==> src/rtl/and_nand_nor_unit.sv <==
// Two-operand bitwise AND/NAND/NOR unit with combinational taps and a registered, op-selected result.
// Optional macro AND_NAND_NOR_PARITY_EN adds a registered parity output of the captured result.
module and_nand_nor_unit #(
   parameter int WIDTH = 1
) (
   input  logic             clk,
   input  logic             rst_n,
   input  logic             in_valid,
   input  logic [WIDTH-1:0] a,
   input  logic [WIDTH-1:0] b,
   input  logic [1:0]       op_sel,
   output logic [WIDTH-1:0] and_c,
   output logic [WIDTH-1:0] nand_c,
   output logic [WIDTH-1:0] nor_c,
   output logic             out_valid,
   output logic [WIDTH-1:0] out_c,
   output logic             op_err
`ifdef AND_NAND_NOR_PARITY_EN
   ,
   output logic             out_par
`endif
);

   logic [WIDTH-1:0] sel_next;
   logic             out_valid_reg;
   logic [WIDTH-1:0] out_c_reg;
   logic             op_err_reg;

   genvar gi;
   generate
      for (gi = 0; gi < WIDTH; gi++) begin : g_bit
         assign and_c[gi]  = a[gi] & b[gi];
         assign nand_c[gi] = ~(a[gi] & b[gi]);
         assign nor_c[gi]  = ~(a[gi] | b[gi]);
      end
   endgenerate

   // Reserved op code selects an all-zero result so out_c never carries stale data with op_err.
   always_comb begin
      sel_next = '0;
      case (op_sel)
         2'b00:   sel_next = and_c;
         2'b01:   sel_next = nand_c;
         2'b10:   sel_next = nor_c;
         default: sel_next = '0;
      endcase
   end

   always_ff @(posedge clk or negedge rst_n) begin
      if (!rst_n) begin
         out_valid_reg <= 1'b0;
         out_c_reg     <= '0;
         op_err_reg    <= 1'b0;
      end else if (in_valid) begin
         out_valid_reg <= 1'b1;
         out_c_reg     <= sel_next;
         op_err_reg    <= (op_sel == 2'b11);
      end else begin
         out_valid_reg <= 1'b0;
         op_err_reg    <= 1'b0;
      end
   end

   assign out_valid = out_valid_reg;
   assign out_c     = out_c_reg;
   assign op_err    = op_err_reg;

`ifdef AND_NAND_NOR_PARITY_EN
   logic out_par_reg;

   always_ff @(posedge clk or negedge rst_n) begin
      if (!rst_n) begin
         out_par_reg <= 1'b0;
      end else if (in_valid) begin
         out_par_reg <= ^sel_next;
      end
   end

   assign out_par = out_par_reg;
`endif

endmodule

==> config.mk <==
export PLATFORM = sky130hd
export DESIGN_NAME = and_nand_nor_unit
export DESIGN_NICKNAME = d
export VERILOG_FILES = /design/src/rtl/and_nand_nor_unit.sv
export SDC_FILE = /design/constraint.sdc
export NUM_CORES = 1
export LEC_CHECK = 0
export CAP_MARGIN = 0
export CORE_AREA = 2 2 39 41
export DETAILED_ROUTE_END_ITERATION = 6
export DIE_AREA = 0 0 41 43
export PLACE_DENSITY = 0.47
export SLEW_MARGIN = 20
export SYNTH_ARGS = -nofsm -noshare
export SYNTH_HDL_FRONTEND = slang
export SYNTH_SLANG_ARGS = --single-unit
==> constraint.sdc <==
create_clock -name clk -period 1.4 [get_ports clk]
set_clock_uncertainty 0.1 [all_clocks]
set_input_delay 0.28 -clock clk [delete_from_list [all_inputs] [get_ports clk]]
set_output_delay 0.28 -clock clk [all_outputs]
set_load 0.01 [all_outputs]
* Word-level counts from Yosys, hierarchy flattened *
Cells that the tools add are included.

cells by class
  add/subtract/negate cells = 0
  shift-type cells = 0
  mux-type cells = 3
  reductions and logical operators = 1
  $lt $le $gt $ge = 0
  $mul = 0
  bitwise logic cells = 4
  divide/modulo/power cells = 0
  eq/ne operators = 3

operator list
  kind                                                                   count
  2-bit equality test, second input constant                             2
  1-bit case mux with 3 select lines                                     1
  2-bit by 1-bit equality test with 1-bit output, second input constant  1
  2-bit zero test                                                        1
  1-bit 2-to-1 mux                                                       2
  1-bit NOT                                                              2
  1-bit bitwise AND                                                      1
  1-bit OR                                                               1

storage, ports and cells
  RAM bits = 0
  memories kept = 0
  bits in registers = 3
  ROM bits = 0
  latch bits = 0

* Longest topological paths before layout *
  depth after elaboration = 3
  gate-level depth with buffers = 3
  gate-level depth less buffers = 3

* Worst setup path after synthesis *
OpenSTA, ideal clock, no wires.

  path kind = input port to output port
  start = input a
  end = output nand_c
  slack = 0.452 ns
  stages on the path = 2
  arrival time = 0.568 ns
  buffers on the path = 0
  required time = 1.020 ns
  path through = and2_1 -> inv_1

between the ends
  word-level cells in the longest chain between the ends = 2

RTL lines
  element            line  source
  from (decl)        9     input logic [WIDTH-1:0] a,
  1-bit bitwise AND  33    assign nand_c[gi] = ~(a[gi] & b[gi]);
  1-bit NOT          33
  to (decl)          13    output logic [WIDTH-1:0] nand_c,

Every way passes these cells.

* Worst setup path in the final report *
  start = input a
  end = output and_c

between the ends
  word-level cells in the longest chain between the ends = 1

RTL lines
  element            line  source
  1-bit bitwise AND  32    assign and_c[gi] = a[gi] & b[gi];
  to (decl)          12    output logic [WIDTH-1:0] and_c,

Every way passes these cells.

==> impl_metrics.json <==
{
  "leakagePower_nw": 0.1429,
  "slowest_delay_ns": 0.27,
  "tightest_slew_ns": 0.1936,
  "hold_path.class": "in2async",
  "required_ns": 1.02,
  "grt_max_degree": 6,
  "dieArea_um2": 1763,
  "vias": 187,
  "rsz0062_at_grt": "no",
  "antenna_found_initial": 0,
  "grt_overflow_total": 0,
  "drive_above_1_share_pct": 19.35,
  "worst_hold_slack_ns": 0.1293,
  "ys_seq_area_share_pct": 53.57,
  "start_util_pct": 10.13,
  "dp_hpwl_um": 298.8,
  "fin_crit_sh_pct": 98.48,
  "grt_use_met2_pct": 5.625,
  "layout.nets": 39,
  "clkTransAtPathRegs_ns": 0.04,
  "cp_max_fo": 3,
  "clock-sinks": 3,
  "status": "finished clean",
  "routed_wl_um": 408,
  "finalWorstPathRequiredPeriod_ns": 1.379,
  "max-slew-margin-rel_pct": 87.07,
  "grt_busiest_layer": "met1",
  "clk_path_buf_depth": 2,
  "cts-htree-levels": 1,
  "clockRootBuffer": "clkbuf_4",
  "power.density_nw_per_um2": 1008,
  "num_rows": 14,
  "final_core_util_pct": 21.34,
  "numPortBuffers": 12,
  "crit_slowest_cell": "dlygate4sd2_1",
  "finalHoldViolCount": 0,
  "clk_latency_ns": 0.23,
  "grt_pass1_wl_um": 607,
  "drt_iter0_markers": 5,
  "gr-usage-met3_pct": 4.712,
  "cts_buffers": 3,
  "cap_violations": 0,
  "fmax_mhz": 725.3,
  "netlist_area_um2": 140.1,
  "wl_per_cell_um": 8.681,
  "die_y_um": 43,
  "critPathArrivalTime_ns": 1.00,
  "crit_top_cell": "dlygate4sd2_1",
  "pre_cts_ws_ns": -0.5115,
  "drv_slew": 0,
  "nFillCells": 157,
  "n_antenna_cell": 0,
  "ant_nets": 0,
  "die-width_um": 41,
  "tns_ns": 0,
  "drcViolationCount": 0,
  "viasPerCell": 3.979,
  "crit_type": "in2out",
  "tritoncts": "built",
  "setup.worst_path.end_class": "primary output",
  "ioPinCount": 13,
  "yosysWarnings": 0,
  "fin_ws_ns": 0.02134,
  "ys_types": 8,
  "grt_use_total_pct": 5.942,
  "postCtsSetupBuffers": 0,
  "syn2layout_area_growth_pct": 110.7,
  "core_um2": 1384,
  "synth_cells": 15,
  "synth-seq-cells": 3,
  "grt_pass1_vias": 155,
  "setup_violations": 0,
  "syn_avg_cell_area_um2": 9.342,
  "dr.pass1.iters": 4,
  "worstSetupStartpointType": "input pin",
  "ir_drop_v": 0.0002297,
  "synth_nets": 22,
  "path_cells": "dlygate4sd2_1 -> and2_4 -> dlygate4sd2_1",
  "gp_congestion": 0.5808,
  "grtUsageMet1_pct": 7.468
}
==> per-layer routing <==
layer  vias to the layer above  share of wire (%)
li1                         84                  -
met1                        82                 41
met2                        19                 38
met3                         2                 20
met4                         0                1.5
met5                         -                  0
==> cells by family (layout without fill, tap and decap cells) <==
family | count (synthesis) | after routing | synth area share [%]
AOI/OAI and AO/OA | 3 | 3 | 12.50
buffers and inverters | 2 | 18 | 5.359
DFF | 3 | 3 | 53.57
and+or+nand+nor | 7 | 7 | 28.57
==> critical path: cells and delay by family <==
kind | cells | cell delay (ns)
simple gates | 1 | 0.18
buf+inv | 2 | 0.54
==> per-stage QoR <==
| step | power (mW) | instance area [um2] | cells |
|---|---|---|---|
| 5_1_grt | 0.3207 | 295.3 | 47 |
| 2_1_floorplan | 0.1140 | 140.1 | 15 |
| 3_3_place_gp | 0.1578 | 280.3 | 43 |
| 3_5_place_dp | 0.1591 | 280.3 | 43 |
| 4_1_cts | 0.3078 | 299.0 | 47 |
| 6_report | 0.2978 | 295.3 | 47 |
==> cells in the mapped netlist <==
library cell / count / area share [%]
dfrtp_1: 3 / 54
nor2_1: 3 / 8.0
a31oi_1: 2 / 8.9
inv_1: 2 / 5.4
nor3b_1: 2 / 11
a21oi_1: 1 / 3.6
and2_1: 1 / 4.5
and3_2: 1 / 5.4
==> cells in the final DEF, fill, tap and decap left out, drive strengths merged <==
master,count
dfrtp,3
clkdlybuf4s50,4
a21oi,1
a31oi,2
clkbuf,5
inv,2
and3,1
and2,1
dlygate4sd2,7
nor3b,2
nor2,3
==> final timing paths <==
| kind | cells after the start | to | startpoint | slack [ns] |
|---|---|---|---|---|
| setup / recovery | 3 | and_c | a | 0.02 |
| hold / removal | 1 | op_err | rst_n | 0.13 |
| setup reg to reg | 2 | out_c | out_c | 0.67 |
| hold reg to reg | 2 | out_c | out_c | 0.45 |
| max in group asynchronous | 1 | out_valid | rst_n | 0.93 |
| min in group clk | 2 | out_c | out_c | 0.45 |
==> where the power goes <==
group	switching, mW	internal [mW]	total [mW]	leakage, nW
registers	0.00241	0.0931	0.0955	0.0368
logic	0.0237	0.0300	0.0537	0.0911
clock network	0.0419	0.107	0.148	0.0150
==> cell type report <==
class | count | area (um2) | area share (%)
repair buffers | 12 | 106.4 | 36.02
clock buffers | 4 | 26.28 | 8.898
multi-input cells | 10 | 60.06 | 20.34
inverters | 2 | 7.507 | 2.542
well taps | 16 | 20.02 | 6.780
flip-flops and latches | 3 | 75.07 | 25.42
==> what timing repair did <==
| action | 4_1_cts | 5_1_grt |
|---|---|---|
| resized for setup | 9 | 2 |
| gates cloned | 0 | 0 |
| setup endpoints to repair | 6 | 1 |
| pin swaps | 0 | 0 |
| hold buffers | 0 | 0 |
No activity file was read; power rests on OpenSTA's default activity.
